`config.mk`:
```
export PLATFORM = sky130hd
export DESIGN_NAME = bmf_approx_pipe
export DESIGN_NICKNAME = d
export VERILOG_FILES = /design/src/rtl/bmf_approx_pipe.sv
export SDC_FILE = /design/constraint.sdc
export NUM_CORES = 1
export LEC_CHECK = 0
export ABC_AREA = 1
export CELL_PAD_IN_SITES_DETAIL_PLACEMENT = 0
export CELL_PAD_IN_SITES_GLOBAL_PLACEMENT = 2
export CORE_UTILIZATION = 32
export CTS_BUF_LIST = sky130_fd_sc_hd__clkbuf_8 sky130_fd_sc_hd__clkbuf_16
export DETAILED_ROUTE_END_ITERATION = 7
export GPL_TIMING_DRIVEN = 0
export PLACE_DENSITY = 0.89
export SLEW_MARGIN = 30
export SYNTH_ARGS = -nofsm -noshare
export SYNTH_HDL_FRONTEND = slang
export SYNTH_SLANG_ARGS = --single-unit
```
`constraint.sdc`:
```
create_clock -name clk -period 8.04 [get_ports clk]
set_input_delay 1.608 -clock clk [delete_from_list [all_inputs] [get_ports clk]]
set_output_delay 1.608 -clock clk [all_outputs]
set_load 0.05 [all_outputs]
```
`src/rtl/bmf_approx_pipe.sv`:
```
`default_nettype none
// ============================================================================
// Module      : bmf_approx_pipe
// Description : Two-stage pipelined BMF decompressor. It rebuilds the
//               approximate word as the Boolean product of the factor vector
//               and a programmable basis H, selects the exact or approximate
//               word, and keeps saturating error statistics.
// Revision    : 1.0 - initial release
// ============================================================================
module bmf_approx_pipe #(
    parameter int K     = 6,
    parameter int N_OUT = 10,
    parameter int CNT_W = 32,
    parameter int ROW_W = 3,
    parameter int HD_W  = $clog2(N_OUT + 1)
) (
    input  logic             clk,
    input  logic             rst,
    input  logic             cfg_we,
    input  logic [ROW_W-1:0] cfg_row,
    input  logic [N_OUT-1:0] cfg_data,
    input  logic             mode,
    input  logic             clr_stats,
    input  logic             in_valid,
    output logic             in_ready,
    input  logic [K-1:0]     in_k,
    input  logic [N_OUT-1:0] in_exact,
    output logic             out_valid,
    input  logic             out_ready,
    output logic [N_OUT-1:0] out_data,
    output logic [HD_W-1:0]  out_hd,
    output logic [CNT_W-1:0] err_bits,
    output logic [CNT_W-1:0] err_words,
    output logic [HD_W-1:0]  max_hd
);

    logic [N_OUT-1:0] h_q [K];
    logic [N_OUT-1:0] h_d [K];

    logic             s1_v_q, s1_v_d;
    logic [N_OUT-1:0] s1_approx_q, s1_approx_d;
    logic [N_OUT-1:0] s1_exact_q, s1_exact_d;
    logic [HD_W-1:0]  s1_hd_q, s1_hd_d;
    logic             s1_mode_q, s1_mode_d;

    logic             s2_v_q, s2_v_d;
    logic [N_OUT-1:0] out_data_q, out_data_d;
    logic [HD_W-1:0]  out_hd_q, out_hd_d;

    logic [CNT_W-1:0] err_bits_q, err_bits_d;
    logic [CNT_W-1:0] err_words_q, err_words_d;
    logic [HD_W-1:0]  max_hd_q, max_hd_d;

    logic [N_OUT-1:0] w_approx;
    logic [N_OUT-1:0] w_diff;
    logic [HD_W-1:0]  w_hd;
    logic             w_in_fire;
    logic             w_s2_adv;
    logic [CNT_W:0]   w_bits_sum;

    assign in_ready  = !s1_v_q || !s2_v_q || out_ready;
    assign w_in_fire = in_valid && in_ready;
    assign w_s2_adv  = s1_v_q && (!s2_v_q || out_ready);

    assign out_valid = s2_v_q;
    assign out_data  = out_data_q;
    assign out_hd    = out_hd_q;
    assign err_bits  = err_bits_q;
    assign err_words = err_words_q;
    assign max_hd    = max_hd_q;

    // Rows outside 0..K-1 match no index and are silently dropped.
    always_comb begin
        for (int i = 0; i < K; i++) begin
            h_d[i] = h_q[i];
            if (cfg_we && (cfg_row == ROW_W'(i))) begin
                h_d[i] = cfg_data;
            end
        end
    end

    // Reads the registered H, so a same-cycle write only affects later words.
    always_comb begin
        w_approx = '0;
        for (int i = 0; i < K; i++) begin
            if (in_k[i]) begin
                w_approx = w_approx | h_q[i];
            end
        end
        w_diff = w_approx ^ in_exact;
        w_hd   = '0;
        for (int j = 0; j < N_OUT; j++) begin
            w_hd = w_hd + HD_W'(w_diff[j]);
        end
    end

    always_comb begin
        s1_v_d      = s1_v_q;
        s1_approx_d = s1_approx_q;
        s1_exact_d  = s1_exact_q;
        s1_hd_d     = s1_hd_q;
        s1_mode_d   = s1_mode_q;
        if (w_in_fire) begin
            s1_v_d      = 1'b1;
            s1_approx_d = w_approx;
            s1_exact_d  = in_exact;
            s1_hd_d     = w_hd;
            s1_mode_d   = mode;
        end else if (w_s2_adv) begin
            s1_v_d = 1'b0;
        end

        s2_v_d     = s2_v_q;
        out_data_d = out_data_q;
        out_hd_d   = out_hd_q;
        if (w_s2_adv) begin
            s2_v_d     = 1'b1;
            out_data_d = s1_mode_q ? s1_approx_q : s1_exact_q;
            out_hd_d   = s1_hd_q;
        end else if (out_ready) begin
            s2_v_d = 1'b0;
        end
    end

    // Statistics follow words into S2; a clear in the same cycle takes priority.
    always_comb begin
        err_bits_d  = err_bits_q;
        err_words_d = err_words_q;
        max_hd_d    = max_hd_q;
        w_bits_sum  = {1'b0, err_bits_q} + (CNT_W + 1)'(s1_hd_q);
        if (clr_stats) begin
            err_bits_d  = '0;
            err_words_d = '0;
            max_hd_d    = '0;
        end else if (w_s2_adv) begin
            err_bits_d = w_bits_sum[CNT_W] ? '1 : w_bits_sum[CNT_W-1:0];
            if ((s1_hd_q != '0) && (err_words_q != '1)) begin
                err_words_d = err_words_q + CNT_W'(1);
            end
            if (s1_hd_q > max_hd_q) begin
                max_hd_d = s1_hd_q;
            end
        end
    end

    always_ff @(posedge clk or posedge rst) begin
        if (rst) begin
            for (int i = 0; i < K; i++) begin
                h_q[i] <= '0;
            end
            s1_v_q      <= 1'b0;
            s1_approx_q <= '0;
            s1_exact_q  <= '0;
            s1_hd_q     <= '0;
            s1_mode_q   <= 1'b0;
            s2_v_q      <= 1'b0;
            out_data_q  <= '0;
            out_hd_q    <= '0;
            err_bits_q  <= '0;
            err_words_q <= '0;
            max_hd_q    <= '0;
        end else begin
            for (int i = 0; i < K; i++) begin
                h_q[i] <= h_d[i];
            end
            s1_v_q      <= s1_v_d;
            s1_approx_q <= s1_approx_d;
            s1_exact_q  <= s1_exact_d;
            s1_hd_q     <= s1_hd_d;
            s1_mode_q   <= s1_mode_d;
            s2_v_q      <= s2_v_d;
            out_data_q  <= out_data_d;
            out_hd_q    <= out_hd_d;
            err_bits_q  <= err_bits_d;
            err_words_q <= err_words_d;
            max_hd_q    <= max_hd_d;
        end
    end

endmodule
`default_nettype wire

```
==> results.md <==
- Status: finished, final reports clean
- CP required: 8.34 ns
- CTS max path bufs: 2
- Post-synth EDFFs: 0
- Post-CTS Resized: 0
- Fin util: 40.6%
- #FFs+latches synth: 169
- Count of different cell masters after synthesis: 38
- Synth Instances: 1298
- P&R area growth vs syn: 23.7%
- Mapped Area: 9490 µm²
- Mean Syn Cell Area: 7.31 µm²
- Pin count of the biggest net entering global routing: 90
- IO Pins: 120
- Minimum clock period: 5.21 ns
- GR Util All Layers: 19.7%
- Clk Latency, worst-skew pair: 0.44 ns
- Number of DRC markers in iteration 0: 502
- Final Cycle Share: 64.9%
- Hold slack: 0.475 ns
- Worst Setup End Kind: register
- DRC: 0
- Psw: 1.02 mW
- Commonest non-fill, non-tap cell in the layout: nand2_1
- Row count: 62
- Root Buffer: clkbuf_16
- Gate power share: 30.0%
- Core Footprint: 28900 µm²
- Pleak: 5.42 nW
- Die height: 174 µm
- N_diodes: 0
- Die width: 174 µm
- Share of the synthesized area in the top cell type: 44.5%
- CP max-delay cell: fa_1
- Most frequent cells in the layout: nand2_1 (493), dfrtp_1 (169), inv_1 (125)
- CTS Hold Bufs: 0
- Critical Path Start Type: input port
- Vias per inst: 4.73
- Synth Warn #: 0
- Vias in the first global route: 8468
- DIE AREA: 30400 µm²
- Sinks on Clock Net: 169
- Crit path max fanout: 10
- Clock power share: 31.1%
- DRT Pass-1 Iters: 5
- TritonCTS clock tree: built
- Slew margin rel.: 51.9%
- Worst IR Drop VDD: 0.136 mV
- Sequential fraction of the synthesis area: 44.5%
- Cell Pwr Density: 230 nW/µm²
- Total CTS buffers: 17
- Remaining global-route overflow: 0
- Vias after detailed routing: 8655
- Input/output buffers: 113
- Clock Skew: 0.0149 ns
- Critical path cell sequence: clkbuf_1 > nand2_1 > nand2_1 > a221oi_1 > nand3_1 > xor2_1 > fa_1 > inv_1 > fa_1 > inv_1 > fa_1 > inv_1 > ha_1 > inv_1 > fa_1 > xor2_1 > nand2_1 > o21ai_0
- Setup TNS: 0 ns
- Gpl congestion: 0.842
- Part of the power in registers: 38.9%
- First-pass GRT wire length: 46700 µm
- Post-Route WL: 28700 µm
- Routed wire per std cell: 15.7 µm
- Detailed Place HPWL: 20700 µm
- RSZ-0062 raised after global routing: false
- Layout cell share with drive strength beyond 1: 6.23%
- Top FF cell, synth: dfrtp_1
- Nets@finish: 1485
- Setup bufs post-CTS: 0
- Hold Vio Cnt, Final: 0
- Final setup vio count: 0
- Pint: 1.68 mW
- Clock transition at path regs: 0.08 ns
- CP max stage delay: 0.56 ns
- Top cells by area, synth: dfrtp_1 (45%), nand2_1 (19%), o21ai_0 (6.4%)
- Synth Net Count: 1352
- Final Max Slew Viols: 0
- Max Clk Rate: 192 MHz
- Initial Util: 32.8%
- Crit path kind: in -> reg
- Final WS setup: 2.83 ns
- H-tree levels: 4
- Hold WC Path Type: reg -> reg
- Initial antenna violation count: 0
- Cell taking the most area after synthesis: dfrtp_1
- Max-cap violations: 0
- Switching Share: 37.8%
- Post-place setup slack: 2.33 ns
- Actual slew at the worst max-slew pin: 0.722 ns
- Arrival @ worst endpoint: 5.52 ns
- Asr flop ratio synth: 100%
- Antenna viol nets, final: 0
cell usage after synthesis (all sizes together) (2+ instances only):
library cell / n
nor2: 115
nor3: 2
nand2: 510
o21ai: 136
fa: 7
nand3b: 7
clkbuf: 33
a221oi: 6
and2: 3
xor2: 19
inv: 129
nand4: 16
dfrtp: 169
xnor2: 13
nand3: 94
or2: 3
ha: 11
buf: 12
a21oi: 9
cell type report:
cell class | instances | area (µm²)
Clock buffer | 17 | 425
Multi-Input combinational cell | 954 | 4550
Inverter | 130 | 500
Tap cell | 384 | 480
Sequential cell | 169 | 4230
Buffer | 45 | 220
Timing Repair Buffer | 114 | 1160
Clock inverter | 15 | 179
Fill cell | 2989 | 17200
routing by layer:
metal | wire length [µm] | part of all wire [%] | vias to the layer above | global-route usage, %
li1 | - | - | 4368 | -
met2 | 13700 | 48 | 167 | 33.0
met1 | 13800 | 48 | 4098 | 26.6
met4 | 368 | 1.3 | 0 | 5.37
met5 | 0 | 0 | - | 0
met3 | 918 | 3.2 | 22 | 2.47
logic make-up (layout without fill, tap and decap cells):
logic type,count (synthesis),count (layout),share of synthesized area (%)
flip-flops,169,169,44.5
XOR/XNOR,32,32,2.95
AND/OR/NAND/NOR,751,751,33.3
AO/OA/AOI/OAI,153,153,8.77
adder cells (fa/ha/maj),18,18,2.93
buffers and inverters,175,321,7.51
flip-flops by register name, summed over array words and instances (netlist names):
signal	cells
err_bits	32
err_words	32
h_q	60
max_hd	4
out_data	10
out_hd	4
out_valid	1
s1_approx_q	10
s1_exact_q	10
s1_hd_q	4
s1_mode_q	1
s1_v_q	1
path summary, 6_finish.rpt:
| path | slack (ns) | start | cells past startpoint | to |
|---|---|---|---|---|
| setup / recovery | 2.83 | in_k[5] | 18 | s1_hd_q[2]$_DFFE_PP0P_ |
| hold reg to reg | 0.47 | s1_exact_q[5]$_DFFE_PP0P_ | 2 | s1_exact_q[5]$_DFFE_PP0P_ |
| min in group asynchronous | 1.65 | rst | 2 | err_words[19]$_DFFE_PP0P_ |
| hold / removal | 0.47 | s1_exact_q[5]$_DFFE_PP0P_ | 2 | s1_exact_q[5]$_DFFE_PP0P_ |
| max in group asynchronous | 5.52 | rst | 3 | err_bits[9]$_DFFE_PP0P_ |
| setup reg to reg | 4.03 | h_q[0]$_DFFE_PP0P_ | 17 | s1_hd_q[2]$_DFFE_PP0P_ |
metrics by stage:
step	power (mW)	cells	area, µm²
finish	2.70	1828	11700
global route	2.88	1828	11700
CTS	2.74	1828	11700
detailed placement	1.89	1796	11100
global placement	1.86	1795	11100
floorplan	1.62	1298	9490
power by group through the flow:
stage | Clock (mW) | Sequential [mW] | Combinational, mW
final | 0.841 | 1.05 | 0.811
after global routing | 0.890 | 1.07 | 0.925
after CTS | 0.865 | 1.05 | 0.822
after detailed placement | 0 | 1.07 | 0.818
after global placement | 0 | 1.07 | 0.795
after floorplan | 0 | 1.18 | 0.447
worst max-delay path: cells and delay by family:
kind / cells / cell delay (ns)
buf+inv: 5 / 0.56
xor+xnor: 2 / 0.40
simple gates: 4 / 0.55
compound gates: 2 / 0.32
fa+ha+maj: 5 / 2.09
Note: power is estimated with default switching activity, not from simulation.
